$ cat src/rtl/bcd_score_display_pkg.sv
// Shared definitions for the BCD score display: digit and segment types,
// the seven-segment code table, the blank pattern and the digit-count limit.
package bcd_score_display_pkg;

  localparam int MAX_DIGITS = 8;

  typedef logic [3:0] bcd_t;
  typedef logic [6:0] seg_t;

  // Segment order is {a,b,c,d,e,f,g}, a in the MSB, 1 = segment lit.
  localparam seg_t SEG_BLANK = 7'b0000000;
  localparam seg_t SEG_0     = 7'b1111110;
  localparam seg_t SEG_1     = 7'b0110000;
  localparam seg_t SEG_2     = 7'b1101101;
  localparam seg_t SEG_3     = 7'b1111001;
  localparam seg_t SEG_4     = 7'b0110011;
  localparam seg_t SEG_5     = 7'b1011011;
  localparam seg_t SEG_6     = 7'b1011111;
  localparam seg_t SEG_7     = 7'b1110000;
  localparam seg_t SEG_8     = 7'b1111111;
  localparam seg_t SEG_9     = 7'b1111011;

  // Non-BCD nibbles never light anything, so a corrupted digit shows dark.
  function automatic seg_t segEncode(input bcd_t digit);
    seg_t pattern;
    case (digit)
      4'd0:    pattern = SEG_0;
      4'd1:    pattern = SEG_1;
      4'd2:    pattern = SEG_2;
      4'd3:    pattern = SEG_3;
      4'd4:    pattern = SEG_4;
      4'd5:    pattern = SEG_5;
      4'd6:    pattern = SEG_6;
      4'd7:    pattern = SEG_7;
      4'd8:    pattern = SEG_8;
      4'd9:    pattern = SEG_9;
      default: pattern = SEG_BLANK;
    endcase
    return pattern;
  endfunction

endpackage

$ cat src/rtl/bcd_score_display_digit_add.sv
// One decimal digit of the score adder: digit + addend + carry-in, folded
// back into 0..9 with a carry-out. Inputs are at most 9 + 9 + 1, so a
// single subtract-ten correction is always enough.
module bcd_digit_add
  import bcd_score_display_pkg::*;
(
  input  bcd_t i_digit,
  input  bcd_t i_addend,
  input  logic i_carry,
  output bcd_t o_sum,
  output logic o_carry
);

  logic [4:0] w_raw;

  // Binary add, then wrap anything above nine into the next decade.
  always_comb begin
    w_raw   = 5'(i_digit) + 5'(i_addend) + 5'(i_carry);
    o_sum   = w_raw[3:0];
    o_carry = 1'b0;
    if (w_raw > 5'd9) begin
      o_sum   = 4'(w_raw - 5'd10);
      o_carry = 1'b1;
    end
  end

endmodule

$ cat src/rtl/bcd_score_display.sv
// Saturating BCD score counter with a multiplexed seven-segment driver.
// The score adds a clamped 0..9 amount through a rippled chain of digit
// adders; the scanner walks positions from MSD down to LSD, registering
// one common select and one segment pattern per scan tick.
module bcd_score_display
  import bcd_score_display_pkg::*;
#(
  parameter int NUM_DIGITS     = 8,
  parameter int SCAN_DIV       = 4,
  parameter int BLANK_LEADING  = 1,
  parameter int COM_ACTIVE_LOW = 1
) (
  input  logic                    clk,
  input  logic                    rst,
  input  logic                    score_up,
  input  logic [3:0]              add_val,
  input  logic                    clear,
  output logic [NUM_DIGITS-1:0]   com,
  output logic [6:0]              seg,
  output logic [4*NUM_DIGITS-1:0] digits,
  output logic                    saturated
);

  localparam int                    PTR_W    = (NUM_DIGITS > 1) ? $clog2(NUM_DIGITS) : 1;
  localparam logic [PTR_W-1:0]      PTR_MAX  = PTR_W'(NUM_DIGITS - 1);
  localparam logic [15:0]           DIV_MAX  = 16'(SCAN_DIV - 1);
  localparam logic [NUM_DIGITS-1:0] COM_IDLE = {NUM_DIGITS{COM_ACTIVE_LOW != 0}};

  bcd_t                  r_digit [NUM_DIGITS];
  logic                  r_sat;
  logic [15:0]           r_div;
  logic [PTR_W-1:0]      r_ptr;
  logic [NUM_DIGITS-1:0] r_com;
  seg_t                  r_seg;

  bcd_t                  w_addend;
  bcd_t                  w_sum [NUM_DIGITS];
  logic [NUM_DIGITS:0]   w_carry;
  logic [NUM_DIGITS-1:0] w_zeroFromHere;
  logic [NUM_DIGITS-1:0] w_comOneHot;
  logic                  w_tick;
  logic                  w_selBlank;
  bcd_t                  w_selDigit;
  seg_t                  w_selSeg;

  assign w_addend   = (add_val > 4'd9) ? 4'd9 : add_val;
  assign w_carry[0] = 1'b0;

  // Only the LSD sees the addend; higher digits just absorb the carry.
  for (genvar gi = 0; gi < NUM_DIGITS; gi++) begin : g_add
    bcd_digit_add u_add (
      .i_digit (r_digit[gi]),
      .i_addend((gi == 0) ? w_addend : 4'd0),
      .i_carry (w_carry[gi]),
      .o_sum   (w_sum[gi]),
      .o_carry (w_carry[gi+1])
    );
  end

  // A set bit means this digit and every digit above it are zero,
  // which is exactly the leading-zero blanking condition.
  always_comb begin
    w_zeroFromHere = '0;
    w_zeroFromHere[NUM_DIGITS-1] = (r_digit[NUM_DIGITS-1] == 4'd0);
    for (int i = NUM_DIGITS - 2; i >= 0; i--) begin
      w_zeroFromHere[i] = (r_digit[i] == 4'd0) && w_zeroFromHere[i+1];
    end
  end

  assign w_tick      = (r_div == DIV_MAX);
  assign w_selDigit  = r_digit[r_ptr];
  assign w_selBlank  = (BLANK_LEADING != 0) && (r_ptr != '0) && w_zeroFromHere[r_ptr];
  assign w_selSeg    = w_selBlank ? SEG_BLANK : segEncode(w_selDigit);
  assign w_comOneHot = NUM_DIGITS'(1) << r_ptr;

  // Score register: clear beats add, and an overflowing add pins the
  // score at all nines and latches the saturated flag until cleared.
  always_ff @(posedge clk) begin
    if (!rst) begin
      for (int i = 0; i < NUM_DIGITS; i++) r_digit[i] <= 4'd0;
      r_sat <= 1'b0;
    end else if (clear) begin
      for (int i = 0; i < NUM_DIGITS; i++) r_digit[i] <= 4'd0;
      r_sat <= 1'b0;
    end else if (score_up && !r_sat) begin
      if (w_carry[NUM_DIGITS]) begin
        for (int i = 0; i < NUM_DIGITS; i++) r_digit[i] <= 4'd9;
        r_sat <= 1'b1;
      end else begin
        for (int i = 0; i < NUM_DIGITS; i++) r_digit[i] <= w_sum[i];
      end
    end
  end

  // Scanner: on each divider wrap, latch the current position's drive
  // from the pre-edge score and step the pointer toward the LSD.
  always_ff @(posedge clk) begin
    if (!rst) begin
      r_div <= 16'd0;
      r_ptr <= PTR_MAX;
      r_com <= COM_IDLE;
      r_seg <= SEG_BLANK;
    end else if (w_tick) begin
      r_div <= 16'd0;
      r_com <= (COM_ACTIVE_LOW != 0) ? ~w_comOneHot : w_comOneHot;
      r_seg <= w_selSeg;
      r_ptr <= (r_ptr == '0) ? PTR_MAX : r_ptr - PTR_W'(1);
    end else begin
      r_div <= r_div + 16'd1;
    end
  end

  // Flatten the digit registers onto the output bus, LSD in nibble 0.
  always_comb begin
    digits = '0;
    for (int i = 0; i < NUM_DIGITS; i++) begin
      digits[4*i +: 4] = r_digit[i];
    end
  end

  assign com       = r_com;
  assign seg       = r_seg;
  assign saturated = r_sat;

endmodule

$ cat config.mk
export PLATFORM = sky130hd
export DESIGN_NAME = bcd_score_display
export DESIGN_NICKNAME = d
export VERILOG_FILES = /design/src/rtl/bcd_score_display_pkg.sv /design/src/rtl/bcd_score_display_digit_add.sv /design/src/rtl/bcd_score_display.sv
export SDC_FILE = /design/constraint.sdc
export NUM_CORES = 1
export LEC_CHECK = 0
export ABC_AREA = 1
export ABC_CLOCK_PERIOD_IN_PS = 14900
export CAP_MARGIN = 20
export CORE_MARGIN = 3
export CORE_UTILIZATION = 57
export DETAILED_ROUTE_END_ITERATION = 8
export PLACE_DENSITY = 0.92
export RECOVER_POWER = 100
export SLEW_MARGIN = 20
export SYNTH_ARGS = -nofsm -noshare
export SYNTH_HDL_FRONTEND = slang
export SYNTH_SLANG_ARGS = --single-unit
$ cat constraint.sdc
create_clock -name clk -period 14.9 [get_ports clk]
set_input_delay 2.235 -clock clk [delete_from_list [all_inputs] [get_ports clk]]
set_output_delay 2.235 -clock clk [all_outputs]
set_load 0.02 [all_outputs]
==> summary.md, run 1 <==
| Metric | Value |
|---|---|
| Status | `finished, final reports clean` |
| Clk_lat worst skew | `0.35 ns` |
| Placed cell areas | `0.00553 mm2` |
| Crit path kind | `in2reg` |
| Final instance area | `0.00574 mm2` |
| Initial antenna violation count | `0` |
| Final wirelength | `12400 um` |
| Syn Nets | `723` |
| First-pass GRT wire length | `21000 um` |
| DRT met1 WL | `5190 um` |
| Synth top area cells | `dfxtp_1 17%, edfxtp_1 17%, nand2_1 12%` |
| N_diodes | `0` |
| CTS root buffer | `clkbuf_8` |
| DP HPWL | `9200 um` |
| Layout Nets | `775` |
| Layout cells sized above 1 | `6.73%` |
| Slowest stage delay, CP | `0.50 ns` |
| Setup TNS | `0 ns` |
| H-tree levels | `3` |
| Most numerous cell on the critical path | `ha_1` |
| Worst relative slew slack | `36.7%` |
| DR WL/cell | `14.8 um` |
| Fin cells | `833` |
| IO Pins | `56` |
| F_max | `73.3 MHz` |
| Internal power | `0.325 mW` |
| Clock Pin Slew Worst Setup and Hold Paths | `0.09 ns` |
| Switching share of power | `32.8%` |
| Slew Viols, Final | `0` |
| Met2 WL | `5990 um` |
| DRT Pass-1 Iters | `6` |
| Placer's final routability congestion estimate | `0.983` |
| Seq cells post-synth | `70` |
| Die X | `99.2 um` |
| Cell count after synthesis | `671` |
| CP Capture Type | `flip-flop` |
| Arr. time, crit path | `13.86 ns` |
| Max IR drop VDD | `0.0454 mV` |
| Grt ovf | `0` |
| Max cap viols | `0` |
| Die Span Y | `99.2 um` |
| Final Cycle Share | `91.6%` |
| # setup viols final | `0` |
| I/O Buffers | `55` |
| Highest metal used | `met4` |
| Power density over the cells | `84.3 mW/mm2` |
| Fillers | `614` |
| Most frequent cell after synthesis | `nand2_1` |
| Min Hold Slack | `0.460 ns` |
| Gate power share | `21.7%` |
| # clock sinks | `70` |
| Vias in the first global route | `4595` |
| Drc violations | `0` |
| Reported net switching power | `0.159 mW` |
| Post_cts resized | `0` |
| CTS tree | `yes` |
| Number of CTS-inserted buffers | `9` |
| Register area share after synthesis | `34.0%` |
| Metal3 WL | `901 um` |
| Cell Area, Synth | `0.00495 mm2` |
| Placed instance count | `817` |
| Asr flop ratio synth | `0%` |
| CP startpoint kind | `input pin` |
| Ys flop type | `dfxtp_1` |
| DRT iter0 DRCs | `303` |
| Starting Density | `59.4%` |
| Peak fanout along the critical path | `17` |
| Area leader, netlist | `dfxtp_1` |
| Mean post-synth cell area | `7.38 um2` |
| RSZ-0062 raised after global routing | `no` |
| Core area | `0.00834 mm2` |
| Seq pwr share | `44.8%` |
| Worst slew pin tran | `0.946 ns` |
| Slowest CP cell | `clkdlybuf4s50_1` |
| Clock power frac | `33.4%` |
| Top cells by count, synth | `157 x nand2_1, 101 x inv_1, 95 x nand3_1` |
| HP Class | `reg2reg` |
| Largest net degree at the start of global routing | `24` |
| FP Rows | `33` |
| DR vias | `4718` |
| Endpoints failing hold | `0` |
| CP Data Required Time | `15.12 ns` |
| Synthesis Warnings | `0` |
| Power Total | `0.484 mW` |
| Setup Buffers After CTS | `0` |
| Longest Clk Path Bufs | `2` |
| Synth unique cells | `40` |
| Hold buffers post-CTS | `0` |
| Via density | `5.66` |
| Final ANT Viol Nets | `0` |
| Top cell type's share of synthesized area | `17.0%` |
| Area grow syn2layout | `15.9%` |
| Clk_skew | `0.0177 ns` |
| GRT Resource Usage Total | `25.9%` |
| P_leak | `2.70 nW` |
| Number of synthesized flops with an enable pin | `28` |
| Post-layout min period | `13.65 ns` |
| Die area | `0.00984 mm2` |
==> per-stage QoR <==
stage	setup WS [ns]	utilization [%]
5_1_grt	0.0634	68.8
2_1_floorplan	2.77	-
4_1_cts	1.05	68.7
6_report	1.25	68.8
3_5_place_dp	0.782	66.3
3_3_place_gp	1.63	66.3
==> power by group through the flow <==
| stage | sequential [mW] | clock [mW] | combinational [mW] |
|---|---|---|---|
| 3_5_place_dp | 0.221 | 0 | 0.105 |
| 3_3_place_gp | 0.221 | 0 | 0.100 |
| 6_report | 0.217 | 0.162 | 0.105 |
| 2_1_floorplan | 0.225 | 0 | 0.0695 |
| 4_1_cts | 0.217 | 0.162 | 0.106 |
| 5_1_grt | 0.218 | 0.172 | 0.118 |
==> layout by cell type (no fill, tap or decap), drive strengths merged, types with 6 or more instances in the layout <==
| cell type | n |
|---|---|
| nand3 | 100 |
| a31oi | 10 |
| a21oi | 24 |
| o21ai | 14 |
| dlygate4sd3 | 49 |
| o21a | 8 |
| xnor2 | 10 |
| xor2 | 10 |
| inv | 114 |
| nor2 | 54 |
| clkbuf | 9 |
| clkdlybuf4s50 | 6 |
| nand2 | 164 |
| dfxtp | 42 |
| edfxtp | 28 |
| nor3 | 6 |
| nand4 | 17 |
| ha | 43 |
==> area by class of cell <==
| class | count | area (um2) | area share, % |
|---|---|---|---|
| Multi-Input combinational cell | 476 | 2750 | 48.0 |
| Sequential cell | 70 | 1680 | 29.3 |
| Timing Repair Buffer | 55 | 551 | 9.59 |
| Inverter | 111 | 419 | 7.30 |
| Tap cell | 105 | 131 | 2.29 |
| Clock buffer | 9 | 124 | 2.16 |
| Clock inverter | 7 | 78.8 | 1.37 |
==> per-layer routing <==
layer | vias to the layer above | track usage [%]
met3 | 36 | 6.10
li1 | 2305 | -
met1 | 2185 | 32.0
met2 | 192 | 44.0
met4 | 0 | 9.77
met5 | - | 0
==> registers in the layout (all words and copies together), names as in the netlist, named ones only <==
signal	count
seg	7
saturated	1
r_ptr	3
r_div	16
com	8
r_digit	32
==> critical path, delay by kind of cell <==
kind | cells | cell delay, ns
AND/OR/NAND/NOR | 29 | 3.11
XOR/XNOR | 7 | 1.88
AO/OA/AOI/OAI | 2 | 0.18
adder cells (fa/ha/maj) | 24 | 5.49
buffers and inverters | 6 | 0.98
==> path summary, 6_finish.rpt <==
kind | startpoint | to | slack, ns | depth (start not counted)
worst max-delay path | add_val[3] | r_digit[0][3] | 1.25 | 68
worst min register to register | r_div[0] | r_div[0] | 0.46 | 1
worst max register to register | r_digit[0][0] | r_digit[0][3] | 3.36 | 65
worst min-delay path | r_div[0] | r_div[0] | 0.46 | 1
==> logic make-up after synthesis <==
family                     after synthesis  share of synthesized area (%)
and+or+nand+nor                        350                           33.1
buffers and inverters                  125                           10.6
DFF                                     70                           34.0
AOI/OAI and AO/OA                       62                           7.23
adders and majority gates               44                           11.3
xor gates and xnor gates                20                           3.84
Power figures use the tool's default switching activity.
==> run 2, diff against run 1 <==
- CORE_UTILIZATION: 57 -> 50
- PLACE_DENSITY: 0.92 -> 0.83
- SKIP_LAST_GASP: not set -> 1
==> run 2 against run 1 <==
Net effect: non-clock buffer count is the same; sequential cell count is the same; final cell count grew 2.9%; count of clock-buffer cells in the layout grew 2; clock power is essentially flat; hold slack lost 0.010 ns; setup slack lost 0.40 ns; fmax shrank 2.9%; core utilization shrank 7.6 points; final area grew 0.37%; clock skew shrank 0.0039 ns; wire length shrank 0.32%; critical endpoint is now r_digit[5][0].
==> summary.md, run 2 (synthesis gave the netlist of run 1 again) <==
| Metric | Value |
|---|---|
| Number of CTS-inserted buffers | `9 (unchanged)` |
| Crit path kind | `in2reg` |
| Clk_skew | `0.0138 ns (-0.00388 ns)` |
| H-tree levels | `3 (unchanged)` |
| Min Hold Slack | `0.450 ns (-0.0101 ns)` |
| Min setup slack post-route | `0.852 ns (-0.403 ns)` |
| Fillers | `825 (+34%)` |
| Multi-input gate area | `0.00274 mm2 (-0.55%)` |
| Max IR drop VDD | `0.0391 mV (-14%)` |
| Crit path max-delay family | `adder cells` |
| Slowest CP cell | `clkdlybuf4s50_1` |
| DRT iter0 DRCs | `298 (-1.7%)` |
| Grt ovf | `0 (unchanged)` |
| Drc violations | `0 (unchanged)` |
| Layout Nets | `775 (unchanged)` |
| Hold buffers post-CTS | `0 (unchanged)` |
| FP Rows | `35 (+6.1%)` |
| Reg2reg start | `r_digit[0][0]` |
| Largest net degree at the start of global routing | `24 (unchanged)` |
| CP bufs+invs | `6 (unchanged)` |
| Final Cycle Share | `94.3% (+2.7 points)` |
| Vias in the first global route | `4580 (-0.33%)` |
| Clk_lat worst skew | `0.36 ns (about the same)` |
| CP startpoint kind | `input pin` |
| HP Class | `reg2reg` |
| Core area | `0.00942 mm2 (+13%)` |
| N_diodes | `0 (unchanged)` |
| # clock sinks | `70 (unchanged)` |
| Min-delay src | `r_div[0]` |
| Status | `finished, final reports clean` |
| Setup Buffers After CTS | `0 (unchanged)` |
| Layout cells sized above 1 | `6.59% (-0.14 points)` |
| Die X | `106 um (+6.4%)` |
| DR WL/cell | `14.4 um (-3.1%)` |
| P_leak | `2.70 nW (+0.11%)` |
| Worst relative slew slack | `42.1% (+5.4 points)` |
| Via density | `5.46 (-3.7%)` |
| Most numerous cell on the critical path | `ha_1` |
| RSZ-0062 raised after global routing | `no` |
| CTS root buffer | `clkbuf_8` |
| DR vias | `4676 (-0.89%)` |
| Pre-CTS WS | `0.575 ns (-0.207 ns)` |
| Initial antenna violation count | `0 (unchanged)` |
| Longest Clk Path Bufs | `2 (unchanged)` |
| Final ANT Viol Nets | `0 (unchanged)` |
| DP HPWL | `9340 um (+1.5%)` |
| Clock Pin Slew Worst Setup and Hold Paths | `0.09 ns (about the same)` |
| Flop2flop setup slack | `2.98 ns (-0.38 ns)` |
| Starting Density | `52.6% (-6.8 points)` |
| Max cap viols | `0 (unchanged)` |
| GRT Resource Usage Total | `22.5% (-3.5 points)` |
| Die area | `0.0111 mm2 (+13%)` |
| DRT Pass-1 Iters | `5 (-1)` |
| I/O Buffers | `55 (unchanged)` |
| Setup TNS | `0 ns (unchanged)` |
| Arr. time, crit path | `14.16 ns (+0.30 ns)` |
| Peak fanout along the critical path | `11 (-6)` |
| Post-layout min period | `14.05 ns (+0.403 ns)` |
| # setup viols final | `0 (unchanged)` |
| Worst Hold End | `r_div[0]` |
| CTS tree | `yes` |
| First-pass GRT wire length | `20600 um (-1.6%)` |
| Sequential cell area | `0.00168 mm2 (unchanged)` |
| Reg2Reg Depth | `64 (-1.5%)` |
| F_max | `71.2 MHz (-2.9%)` |
| Critical R2R Capture | `r_digit[5][0]` |
| Top reg by flops | `r_digit` |
| Placer's final routability congestion estimate | `0.885 (-10%)` |
| IO Pins | `56 (unchanged)` |
| Final wirelength | `12300 um (-0.32%)` |
| Die Span Y | `106 um (+6.4%)` |
| CP Capture Type | `flip-flop` |
| Endpoints failing hold | `0 (unchanged)` |
| CP Data Required Time | `15.01 ns (-0.11 ns)` |
| Slew Viols, Final | `0 (unchanged)` |
| Slowest stage delay, CP | `0.50 ns (about the same)` |
| Max FFs per register | `32 (unchanged)` |
| Worst slew pin tran | `0.865 ns (-0.0812 ns)` |
| Hold depth | `1 (unchanged)` |
| Most common cell after layout, fill and taps aside | `nand2_1` |
| Area grow syn2layout | `16.3%` |
| Most frequent cells in the layout | `158 x nand2_1, 102 x inv_1, 95 x nand3_1, 49 x nor2_1, 49 x dlygate4sd3_1` |
| Power density over the cells | `83.7 mW/mm2 (-0.73%)` |
## run 2: report_power, final
group | switching, mW | internal, mW
clock network | 0.0785 | 0.0815
registers | 0.00994 | 0.207
logic | 0.0666 | 0.0390
total | 0.155 | 0.327
## run 2: worst max path at each step
stage	startpoint	depth (start not counted)	endpoint	slack (ns)
after floorplan	add_val[2]	67	r_digit[0][0]	2.77
after global placement	add_val[3]	68	r_digit[1][3]	1.64
after detailed placement	add_val[3]	67	r_digit[5][0]	0.58
after CTS	add_val[3]	68	r_digit[0][3]	0.89
after global routing	add_val[3]	68	r_digit[1][3]	0.02
final	add_val[3]	67	r_digit[5][0]	0.85
## run 2: worst register-to-register path, delay by kind of cell (launching register included)
kind | cells | cell delay [ns]
buffers and inverters | 5 | 0.34
AO/OA/AOI/OAI | 2 | 0.41
flip-flops | 1 | 0.43
XOR/XNOR | 7 | 2.16
AND/OR/NAND/NOR | 26 | 2.77
adder cells (fa/ha/maj) | 24 | 5.60
## run 2: layout make-up
class | count | area share, %
multi-input combinational | 476 | 47.5
clock buffer | 11 | 3.02
sequential | 70 | 29.2
inverter | 111 | 7.28
clock inverter | 5 | 0.608
tap | 129 | 2.80
timing repair buffer | 55 | 9.56
## run 2: what timing repair did
action / 4_1_cts / 5_1_grt
setup endpoints to repair: 0 / 14
resized for setup: 0 / 2
hold endpoints to repair: 0 / 0
## run 2: per-layer routing
layer | vias to the layer above | share of wire [%] | track usage (%)
met5 | - | 0 | 0
met4 | 0 | 2.3 | 9.25
met3 | 28 | 5.6 | 4.35
met2 | 165 | 50 | 38.8
met1 | 2187 | 42 | 27.3
li1 | 2296 | - | -
## run 2: metrics by stage
step / area, um2 / power (mW) / util, % / instances
after CTS: 5770 / 0.488 / 61.2 / 857
after global routing: 5760 / 0.508 / 61.2 / 857
final: 5760 / 0.482 / 61.2 / 857
after floorplan: 4950 / 0.294 / - / 671
after detailed placement: 5560 / 0.326 / 59.0 / 841
after global placement: 5560 / 0.321 / 59.0 / 841
==> run 3, diff against run 2 <==
- CAP_MARGIN: 20 -> 5
- PLACE_DENSITY: 0.83 -> 0.82
- SYNTH_HIERARCHICAL: not set -> 1
==> run 3 against run 2 <==
Net effect: combinational power rose to 12 times the previous value; clock power rose by 26%; fmax fell by 1.5%; final cell count rose by 30%; clock skew fell by 0.0054 ns; critical endpoint is now r_digit[4][1]; first-iteration DRC count rose by 26%.
==> summary.md, run 3 <==
| Metric | Value |
|---|---|
| Most frequent cells in the layout | `215 x nand2_1, 128 x inv_1, 119 x nand3_1, 74 x nor2_1, 49 x dlygate4sd3_1` |
| CP Capture Type | `flip-flop` |
| Top cells by count, synth | `214 x nand2_1, 131 x inv_1, 119 x nand3_1` |
| Power density over the cells | `238 mW/mm2 (+180%)` |
| CP bufs+invs | `9 (+3)` |
| Largest net degree at the start of global routing | `25 (+4.2%)` |
| Max cap viols | `0 (unchanged)` |
| DR WL/cell | `12.6 um (-12%)` |
| Placer's final routability congestion estimate | `0.808 (-8.7%)` |
| Initial antenna violation count | `0 (unchanged)` |
| Worst slew pin tran | `1.12 ns (+0.258 ns)` |
| H-tree levels | `3 (unchanged)` |
| Synth top area cells | `dfxtp_1 14%, edfxtp_1 14%, nand2_1 13%` |
| Most common cell after layout, fill and taps aside | `nand2_1` |
| Post-layout util | `63.8% (+2.6 points)` |
| Final wirelength | `14000 um (+14%)` |
| First-pass GRT wire length | `23600 um (+14%)` |
| Synthesis Warnings | `6 (+6)` |
| Cell Area, Synth | `0.00609 mm2 (+23%)` |
| Reg2Reg Depth | `69 (+7.8%)` |
| Seq cells post-synth | `70 (unchanged)` |
| Top reg by flops | `r_digit` |
| Layout Nets | `1033 (+33%)` |
| Most frequent cell after synthesis | `nand2_1` |
| Asr flop ratio synth | `0% (unchanged)` |
| Clk_skew | `0.00840 ns (-0.00539 ns)` |
| I/O Buffers | `55 (unchanged)` |
| Die X | `116 um (+10%)` |
| FP Rows | `39 (+11%)` |
| Clock Pin Slew Worst Setup and Hold Paths | `0.06 ns (-0.03 ns)` |
| Max IR drop VDD | `0.152 mV (+290%)` |
| Mean post-synth cell area | `7.17 um2 (-2.9%)` |
| Die Span Y | `116 um (+10%)` |
| Area leader, netlist | `dfxtp_1` |
| Crit path depth | `72 (+7.5%)` |
| Drc violations | `0 (unchanged)` |
| Area grow syn2layout | `22.2%` |
| DRT iter0 DRCs | `375 (+26%)` |
| Cell count after synthesis | `849 (+27%)` |
| Max FFs per register | `32 (unchanged)` |
| Grt ovf | `0 (unchanged)` |
| Fillers | `1000 (+21%)` |
| Synth unique cells | `39 (-2.5%)` |
| # setup viols final | `0 (unchanged)` |
| Status | `finished, final reports clean` |
| HP Class | `reg2reg` |
| Starting Density | `52.2% (-0.41 points)` |
| Final Cycle Share | `95.7% (+1.4 points)` |
| Ys flop type | `dfxtp_1` |
| F_max | `70.2 MHz (-1.5%)` |
| Worst relative slew slack | `24.8% (-17 points)` |
| Hold buffers post-CTS | `0 (unchanged)` |
| Min setup slack post-route | `0.645 ns (-0.207 ns)` |
| Number of CTS-inserted buffers | `9 (unchanged)` |
| Clk_lat worst skew | `0.33 ns (-0.03 ns)` |
| Endpoints failing hold | `0 (unchanged)` |
| DP HPWL | `10800 um (+16%)` |
| CTS tree | `yes` |
| Slew Viols, Final | `0 (unchanged)` |
| DRT Pass-1 Iters | `5 (unchanged)` |
| CTS root buffer | `clkbuf_16` |
| DR vias | `5716 (+22%)` |
| Die area | `0.0135 mm2 (+22%)` |
| Via density | `5.13 (-6.0%)` |
| Pre-CTS WS | `-0.480 ns (-1.06 ns)` |
| Vias in the first global route | `5321 (+16%)` |
| Top cell type's share of synthesized area | `13.8% (-3.2 points)` |
| GRT Resource Usage Total | `21.4% (-1.1 points)` |
| Number of synthesized flops with an enable pin | `28 (unchanged)` |
| Placed cell areas | `0.00703 mm2 (+26%)` |
| Arr. time, crit path | `14.52 ns (+0.36 ns)` |
| Longest Clk Path Bufs | `2 (unchanged)` |
| # clock sinks | `70 (unchanged)` |
| Crit path max-delay family | `adder cells` |
| CP startpoint kind | `input pin` |
| N_diodes | `0 (unchanged)` |
| Final instance area | `0.00744 mm2 (+29%)` |
| Layout cells sized above 1 | `18.0% (+11 points)` |
| Slowest stage delay, CP | `0.53 ns (+0.03 ns)` |
| Register area share after synthesis | `27.6% (-6.3 points)` |
| Hold depth | `2 (+1)` |
| Post-layout min period | `14.26 ns (+0.207 ns)` |
| Peak fanout along the critical path | `7 (-4)` |
| CP Data Required Time | `15.17 ns (+0.16 ns)` |
| Final ANT Viol Nets | `0 (unchanged)` |
| Power Total | `1.77 mW (+270%)` |
| P_leak | `3.79 nW (+40%)` |
| Core area | `0.0117 mm2 (+24%)` |
| Most numerous cell on the critical path | `nand2_4` |
| Slowest CP cell | `fa_1` |
| IO Pins | `56 (unchanged)` |
| Crit path kind | `in2reg` |
run 3: worst paths after layout:
path                   end  slack (ns)          start
min                 seg[6]        0.47         seg[6]
max          r_digit[4][1]        0.64     add_val[1]
max reg2reg  r_digit[4][1]        2.73  r_digit[0][0]
min reg2reg         seg[6]        0.47         seg[6]
run 3: per-layer routing:
metal | track usage, % | wire length, um
met5 | 0 | 0
met2 | 35.5 | 6640
met3 | 3.73 | 705
met4 | 7.58 | 333
met1 | 28.1 | 6340
run 3: worst min-delay path, cell delays in order (launching register included):
cell     delay, ns
dfxtp_1       0.30
nand3_1       0.07
nand2_1       0.05
run 3: kinds of logic (layout without fill, tap and decap cells):
group	after synthesis	count (layout)	share of synthesized area [%]
AOI/OAI and AO/OA	64	64	7.89
buffers and inverters	158	242	10.7
adders and majority gates	59	59	14.1
xor gates and xnor gates	2	2	0.288
and+or+nand+nor	495	498	39.3
other	1	36	0.0616
DFF	70	70	27.6
run 3: metrics by stage:
| step | TNS (ns) | hold WS (ns) | instances |
|---|---|---|---|
| 6_report | 0 | 0.465 | 1114 |
| 5_1_grt | -0.242 | 0.494 | 1114 |
| 4_1_cts | 0 | 0.472 | 1108 |
| 3_5_place_dp | -13.61 | 0.462 | 1091 |
| 3_3_place_gp | 0 | 0.460 | 1091 |
| 2_1_floorplan | 0 | 0.451 | 884 |
run 3: power by group:
group	internal (mW)	switching, mW
Sequential	0.251	0.0611
Combinational	0.521	0.737
Clock	0.114	0.0865
Total	0.886	0.884
run 3: repair_timing:
item                                    CTS  global route
cloned                                    1             2
buffers inserted                          0             4
gates resized for setup                   7            24
pin swaps                                 0             3
endpoints found under the setup margin   32            33
run 3: final cells by class:
class	instances	area (um2)	share of cell area (%)
Clock buffer	9	225	3.03
Clock inverter	7	56.3	0.757
Inverter	143	546	7.33
Multi-Input combinational cell	659	3980	53.5
Sequential cell	70	1680	22.6
Tap cell	143	179	2.40
Timing Repair Buffer	83	773	10.4
